`src/rtl/buzz_pkg.sv`:
```
// Shared definitions for the buzzer generator and the tone period meter:
// meter FSM state encoding, default silence timeout, and the nominal clock rate.
package buzz_pkg;

  localparam int CLK_HZ          = 50_000_000;
  localparam int DEFAULT_TIMEOUT = 50_000_000;

  typedef enum logic [1:0] {
    ST_SILENT = 2'd0,
    ST_ARMED  = 2'd1,
    ST_CHECK  = 2'd2,
    ST_LOCKED = 2'd3
  } meter_state_t;

endpackage

```
`src/rtl/sync_edge_detect.sv`:
```
// Synchronizes an asynchronous pin into clk and flags any level change
// (either polarity) of the synchronized level for one cycle.
module sync_edge_detect #(
  parameter int SYNC_STAGES = 2
) (
  input  logic clk,
  input  logic reset,
  input  logic din,
  output logic level,
  output logic edge_det
);

  logic [SYNC_STAGES-1:0] sync_q;
  logic                   prev_q;

  // Only reset clears these, so gating measurement never fabricates an edge.
  always_ff @(posedge clk) begin
    if (reset) begin
      sync_q <= '0;
      prev_q <= 1'b0;
    end else begin
      sync_q <= {sync_q[SYNC_STAGES-2:0], din};
      prev_q <= sync_q[SYNC_STAGES-1];
    end
  end

  assign level    = sync_q[SYNC_STAGES-1];
  assign edge_det = sync_q[SYNC_STAGES-1] != prev_q;

endmodule

```
`src/rtl/tone_period_meter.sv`:
```
// Measures the half-period of a square wave and reports it as half-period minus 1,
// locking once two consecutive intervals agree within TOL; flags silence and glitches.
module tone_period_meter
  import buzz_pkg::*;
#(
  parameter int WIDTH       = 32,
  parameter int SYNC_STAGES = 2,
  parameter int TIMEOUT     = DEFAULT_TIMEOUT,
  parameter int TOL         = 1,
  parameter int MIN_HALF    = 1
) (
  input  logic             clk,
  input  logic             reset,
  input  logic             enable,
  input  logic             pwm_in,
  output logic             level,
  output logic [WIDTH-1:0] frequency,
  output logic             freq_valid,
  output logic             silent,
  output logic             glitch,
  output logic [1:0]       fsm_state
);

  localparam logic [WIDTH-1:0] CNT_MAX  = WIDTH'(TIMEOUT - 1);
  localparam logic [WIDTH-1:0] TOL_W    = WIDTH'(TOL);
  localparam logic [WIDTH-1:0] MIN_W    = WIDTH'(MIN_HALF);

  logic             edge_det;
  logic [WIDTH-1:0] cnt;
  logic [WIDTH-1:0] cand;
  logic [WIDTH-1:0] diff;
  logic             within_tol;
  logic             is_glitch;
  logic             at_limit;
  meter_state_t     state_q;

  sync_edge_detect #(.SYNC_STAGES(SYNC_STAGES)) u_sync (
    .clk      (clk),
    .reset    (reset),
    .din      (pwm_in),
    .level    (level),
    .edge_det (edge_det)
  );

  // Larger-minus-smaller keeps the difference from wrapping.
  always_comb begin
    diff       = (cnt >= cand) ? (cnt - cand) : (cand - cnt);
    within_tol = diff <= TOL_W;
    is_glitch  = cnt < MIN_W;
    at_limit   = cnt == CNT_MAX;
  end

  assign fsm_state = state_q;

  always_ff @(posedge clk) begin
    if (reset || !enable) begin
      cnt        <= '0;
      cand       <= '0;
      frequency  <= '0;
      freq_valid <= 1'b0;
      silent     <= 1'b1;
      glitch     <= 1'b0;
      state_q    <= ST_SILENT;
    end else begin
      glitch <= 1'b0;
      if (edge_det)      cnt <= '0;
      else if (!at_limit) cnt <= cnt + 1'b1;

      if (state_q == ST_SILENT) begin
        if (edge_det) begin
          silent  <= 1'b0;
          state_q <= ST_ARMED;
        end
      end else if (edge_det) begin
        // Glitch rejection outranks the tolerance comparison.
        if (is_glitch) begin
          glitch     <= 1'b1;
          freq_valid <= 1'b0;
          frequency  <= '0;
          state_q    <= ST_ARMED;
        end else begin
          cand <= cnt;
          case (state_q)
            ST_ARMED: state_q <= ST_CHECK;
            ST_CHECK: begin
              if (within_tol) begin
                frequency  <= cnt;
                freq_valid <= 1'b1;
                state_q    <= ST_LOCKED;
              end
            end
            ST_LOCKED: begin
              if (within_tol) begin
                frequency <= cnt;
              end else begin
                frequency  <= '0;
                freq_valid <= 1'b0;
                state_q    <= ST_CHECK;
              end
            end
            default: state_q <= ST_SILENT;
          endcase
        end
      end else if (at_limit) begin
        silent     <= 1'b1;
        freq_valid <= 1'b0;
        frequency  <= '0;
        state_q    <= ST_SILENT;
      end
    end
  end

endmodule

```
`config.mk`:
```
export PLATFORM = sky130hd
export DESIGN_NAME = tone_period_meter
export DESIGN_NICKNAME = d
export VERILOG_FILES = /design/src/rtl/buzz_pkg.sv /design/src/rtl/sync_edge_detect.sv /design/src/rtl/tone_period_meter.sv
export SDC_FILE = /design/constraint.sdc
export NUM_CORES = 1
export LEC_CHECK = 0
export BUFFER_PORTS_ARGS = -buffer_cell sky130_fd_sc_hd__buf_2
export CAP_MARGIN = 10
export CORE_ASPECT_RATIO = 1.1
export CORE_MARGIN = 10
export CORE_UTILIZATION = 45
export DETAILED_ROUTE_END_ITERATION = 10
export GPL_TIMING_DRIVEN = 0
export SLEW_MARGIN = 20
export SYNTH_ARGS = -nofsm -noshare
export SYNTH_HDL_FRONTEND = slang
export SYNTH_HIERARCHICAL = 1
export SYNTH_SLANG_ARGS = --single-unit
export TNS_END_PERCENT = 10
```
`constraint.sdc`:
```
create_clock -name clk -period 7.18 [get_ports clk]
set_input_delay 0.718 -clock clk [delete_from_list [all_inputs] [get_ports clk]]
set_output_delay 0.718 -clock clk [all_outputs]
set_load 0.01 [all_outputs]
```
## Yosys cells after proc, flatten, opt, wreduce, memory -nomap -nowiden

Index checks and enable logic that the tools add are counted.

- Multiply operators: 0
- Multiplexer cells: 26
- Bitwise logic cells: 3
- Divide/modulo/power cells: 0
- Eq/ne operators: 12
- Order comparisons: 3
- Shifts and indexed selects: 0
- $add $sub $neg: 3
- Reductions and logical operators: 11

Operators with widths:

| cell | count |
|---|---|
| $mux 32 | 6 |
| $pmux 32 s2 | 1 |
| $sub 32x32->32 | 2 |
| $add 32x1->32 const B | 1 |
| $eq 32x26->1 const B | 1 |
| $ge 32x32->1 | 1 |
| $le 32x1->1 const B | 1 |
| $lt 32x1->1 const B | 1 |
| $mux 2 | 7 |
| $mux 1 | 10 |
| $ne 5x5->1 const B | 2 |
| $ne 4x4->1 const B | 2 |
| $reduce_and 4->1 | 2 |
| $pmux 2 s3 | 1 |
| $reduce_and 3->1 | 2 |
| $reduce_and 5->1 | 1 |
| $eq 2x2->1 const B | 2 |
| $ne 4x1->1 const B | 1 |
| $not 1->1 | 3 |
| $reduce_or 3->1 | 1 |
| $eq 2x1->1 const B | 1 |
| $logic_not 2->1 | 1 |
| $ne 2x1->1 const B | 1 |
| $ne 2x2->1 const B | 1 |
| other kinds (6) | 6 |

- Output and inout port bits: 38
- Bits in latches: 0
- Memories: 0
- Input port bits: 4
- Word-level logic and storage cells: 67
- Flip-flop bits (word level): 104
- Memory bits (read-only): 0
- RAM bits: 0

## Logic depth before layout (Yosys ltp)

- Depth in word-level cells: 8
- Gate-level depth with buffers: 20
- Depth with buffers taken out: 16

## Hierarchy

The synthesis kept the hierarchy.

Modules (own cells, without submodules):

| module | seq. area each (sq um) | cells each | area an instance (sq um) | instances |
|---|---|---|---|---|
| tone_period_meter | 2021.9 | 998 | 7672.4 | 1 |
| sync_edge_detect | 60.1 | 7 | 87.6 | 1 |

## Worst setup path before layout

OpenSTA, ideal clock, no wires.

- Path kind: reg2reg
- Start point: register cnt[3]
- End point: register frequency[1]
- Buffers on the path: 4
- Required time: 7063 ps
- Clock period less this slack: 3878 ps
- Library setup time: 117 ps
- Arrival time: 3760 ps
- Slack: 3302 ps
- Stages on the path, launching flop included: 19
- Cells stage by stage: dfxtp_1 -> clkbuf_1 -> inv_1 -> ha_1 -> buf_6 -> a21o_1 -> a21oi_1 -> a21oi_1 -> or3_1 -> or4_1 -> a2111o_1 -> nor4_2 -> a21oi_1 -> nor3_2 -> and3_1 -> buf_4 -> o31ai_4 -> buf_6 -> a32o_1

- Longest elaborated chain between the ends: 7
- Elaborated cells between the ends (all ways): 15
- Classes of those cells: 2 x add/sub; 3 x order compare; 3 x eq/ne; 5 x mux; 2 x reduce/logical

RTL lines:

| item | line | source |
|---|---|---|
| from (decl) | tone_period_meter.sv:29 | `logic [WIDTH-1:0] cnt;` |
| from (signal assigned) | tone_period_meter.sv:67 | `else if (!at_limit) cnt <= cnt + 1'b1;` |
| $sub 32x32->32 or $ge 32x32->1 (tied branches) | tone_period_meter.sv:47 | `diff = (cnt >= cand) ? (cnt - cand) : (cand - cnt);` |
| $mux 32 | tone_period_meter.sv:47 |  |
| $le 32x1->1 | tone_period_meter.sv:48 | `within_tol = diff <= TOL_W;` |
| $mux 32 | tone_period_meter.sv:93 | `if (within_tol) begin` |
| $pmux 32 s2 | tone_period_meter.sv:83 | `case (state_q)` |
| $mux 32 | tone_period_meter.sv:76 | `if (is_glitch) begin` |
| $mux 32 | tone_period_meter.sv:74 | `end else if (edge_det) begin` |
| to (signal assigned) | tone_period_meter.sv:87 | `frequency <= cnt;` |
| to (signal assigned) | tone_period_meter.sv:94 | `frequency <= cnt;` |
| to (decl) | tone_period_meter.sv:17 | `output logic [WIDTH-1:0] frequency,` |

Parallel ways exist; a longest one is shown, timed or not.
A chain may end at the register's enable or synchronous reset.

## Final worst setup path

- Start point: register cnt[2]
- End point: register frequency[19]

Same word-level chain as after synthesis.

==> flow_summary.json <==
{
  "die_w_um": 145,
  "vdd_ir_drop_max_mv": 0.162,
  "cts_resized": 0,
  "swShare_pct": 23.9,
  "worstPathRequired_ns": 7.41,
  "rows": 50,
  "cts.path.max_buffers": 2,
  "areaGrowthSynthToFinish_pct": 10.0,
  "status": "finished, final reports clean",
  "postRouteAntennaNets": 0,
  "path_buf_inv": 5,
  "synth_cell_type_count": 73,
  "cts_made_buffers": 9,
  "finalClockSkew_ns": 0.00978,
  "hold_class": "reg -> reg",
  "clkLatencyLatePin_ns": 0.34,
  "yosysSeqAreaShare_pct": 26.8,
  "core_area_mm2": 0.0170,
  "wire_per_inst_um": 18.0,
  "grt_setup_unrepaired": "no",
  "final_cell_mix": "nand2_1, a21oi_1, dfxtp_1",
  "critical_path_class": "reg -> reg",
  "hpwlAfterDp_um": 19000,
  "viasPerCell": 5.61,
  "finalSetupViolations": 0,
  "grt_max_degree": 17,
  "ys.flop_type": "dfxtp_1",
  "maxSlewViolCount": 0,
  "syn_area_mm2": 0.00776,
  "die_height_um": 158,
  "grt_use_total_pct": 19.8,
  "power_switching_uw": 268,
  "dr.pass1.iters": 5,
  "hold_slack_ns": 0.442,
  "postCtsSetupRepairBufs": 0,
  "routed_wl_um": 23300,
  "syn_nets": 1077,
  "post-route-period-util_pct": 68.2,
  "crit_path_start_kind": "flop",
  "fin_tns_setup_ns": 0,
  "drive_above_1_share_pct": 9.98,
  "num-fill-cells": 1749,
  "nets": 1129,
  "crit_arrival_ns": 5.12,
  "leakagePower_uw": 0.00336,
  "antenna_found_initial": 0,
  "drc": 0,
  "syn-instance-count": 1005,
  "cp_max_fo": 10,
  "synthArstFlopShare_pct": 0,
  "diodes": 0,
  "grt-ovfl-total": 0,
  "maxSlewHeadroom_pct": 46.4,
  "first_iter_violations": 586,
  "crit_path_max_incr_delay_ns": 0.58,
  "cp-end-kind": "flop",
  "finalWeightedCongestion": 0.937,
  "synth_edf_count": 0,
  "cts_max_level": 3,
  "dieArea_mm2": 0.0229,
  "post_dp_cell_area_mm2": 0.00826,
  "cts.hold.buffers_added": 0,
  "clockPowerShare_pct": 41.1,
  "hold_violations": 0,
  "cp_cell_sequence": "clkbuf_1, inv_1, ha_1, buf_2, xor2_1, nor2_1, o21ai_1, or4b_1, or4_1, a2111o_1, nor4_2, a21oi_1, nor3_2, and3_1, buf_4, o31ai_4, buf_6, a32o_1",
  "fin_crit_ns": 4.90,
  "path_delay_family": "simple AND/OR/NAND/NOR gates",
  "tritoncts": "done",
  "cts_root_buf": "clkbuf_16",
  "grt_pass1_wl_um": 36900,
  "combPwrFrac_pct": 7.2,
  "yosys_warnings": 6,
  "power.density_mw_per_mm2": 131,
  "synth-seq-cells": 104,
  "grt_pass1_vias": 6869,
  "syn_area_per_cell_um2": 7.72,
  "slowest_stage": "or4_1",
  "clkSinkCount": 104,
  "internal-power_uw": 853,
  "tightest_slew_ns": 0.793,
  "start_util_pct": 45.8,
  "ios": 42,
  "numPortBuffers": 41,
  "clkTransAtPathRegs_ns": 0.07,
  "max-cap-violations": 0,
  "power_frac_seq_pct": 51.7,
  "final_area_mm2": 0.00854,
  "vias": 7274,
  "max_freq_ghz": 0.204
}
==> final cells by class <==
class                      instances  area [um^2]  share of cell area, %
buffer                            58          349                   4.09
sequential                       104         2080                   24.4
tap                              234          293                   3.43
inverter                          77          289                   3.39
clock inverter                     4         28.8                  0.337
timing repair buffer              41          205                   2.40
multi-input combinational        766         5040                   59.1
clock buffer                      12          246                   2.89
==> power groups by stage <==
stage	Clock [uW]	Combinational (uW)	Sequential [uW]
final	461	80.5	580
after global routing	494	86.0	580
after CTS	472	79.7	580
after detailed placement	0	79.4	593
after global placement	0	78.8	593
after floorplan	0	55.8	592
==> cells by family after synthesis <==
family	synth area share [%]
buffers and inverters	8.22
flip-flops	26.8
adder cells (fa/ha/maj)	11.3
multiplexers	1.56
AO/OA/AOI/OAI	25.3
XOR/XNOR	7.45
AND/OR/NAND/NOR	19.3
==> sequential cells by signal (all words and copies together), names as in the netlist <==
register	cells
cnt	32
u_sync/sync_q	2
silent	1
freq_valid	1
frequency	32
glitch	1
cand	32
u_sync/prev_q	1
fsm_state	2
==> cells in the mapped netlist (7+ instances only) <==
cell type / count / area share [%]
a211oi_1: 8 / 0.77
a21o_1: 12 / 1.2
a21oi_1: 123 / 7.9
a31oi_1: 13 / 1.0
a32o_1: 30 / 3.9
buf_4: 13 / 1.3
buf_6: 10 / 1.5
clkbuf_1: 27 / 1.3
dfxtp_1: 104 / 27
ha_1: 66 / 11
inv_1: 77 / 3.7
mux2i_1: 11 / 1.4
nand2_1: 123 / 5.9
nand3_1: 20 / 1.3
nand4_1: 29 / 2.3
nor2_1: 69 / 3.3
nor2b_1: 12 / 0.97
nor3_1: 10 / 0.64
nor4_1: 17 / 1.4
o211ai_1: 8 / 0.77
o21a_1: 8 / 0.77
o21ai_0: 50 / 3.2
or3_1: 7 / 0.56
xnor2_1: 46 / 5.2
xor2_1: 20 / 2.3
==> metal layers <==
| layer | track usage (%) | vias to the layer above | part of all wire (%) |
|---|---|---|---|
| met4 | 8.33 | 0 | 3.2 |
| met2 | 31.6 | 185 | 44 |
| met1 | 26.6 | 3392 | 49 |
| met5 | 0 | - | 0 |
| li1 | - | 3658 | - |
| met3 | 2.08 | 39 | 3.7 |
==> worst register-to-register path, stage by stage (launching register included) <==
cell	delay, ns
dfxtp_1	0.35
clkbuf_1	0.41
inv_1	0.10
ha_1	0.32
buf_2	0.18
xor2_1	0.15
nor2_1	0.21
o21ai_1	0.17
or4b_1	0.55
or4_1	0.58
a2111o_1	0.38
nor4_2	0.14
a21oi_1	0.12
nor3_2	0.13
and3_1	0.26
buf_4	0.20
o31ai_4	0.10
buf_6	0.18
a32o_1	0.26
==> final timing paths <==
kind | endpoint | startpoint | cells past startpoint | slack (ns)
min reg2reg | u_sync/sync_q[1] | u_sync/sync_q[0] | 1 | 0.44
max reg2reg | frequency[19] | cnt[2] | 18 | 2.28
max | frequency[19] | cnt[2] | 18 | 2.28
min | u_sync/sync_q[1] | u_sync/sync_q[0] | 1 | 0.44
==> stage by stage <==
stage | worst slack, ns | power (uW) | instances | utilization, %
detailed placement | 2.35 | 672 | 1280 | 48.7
global route | 2.10 | 1160 | 1296 | 50.4
CTS | 2.31 | 1130 | 1296 | 50.3
global placement | 2.30 | 672 | 1280 | 48.7
floorplan | 3.30 | 648 | 1005 | -
finish | 2.28 | 1120 | 1296 | 50.4
Power figures use the tool's default switching activity.
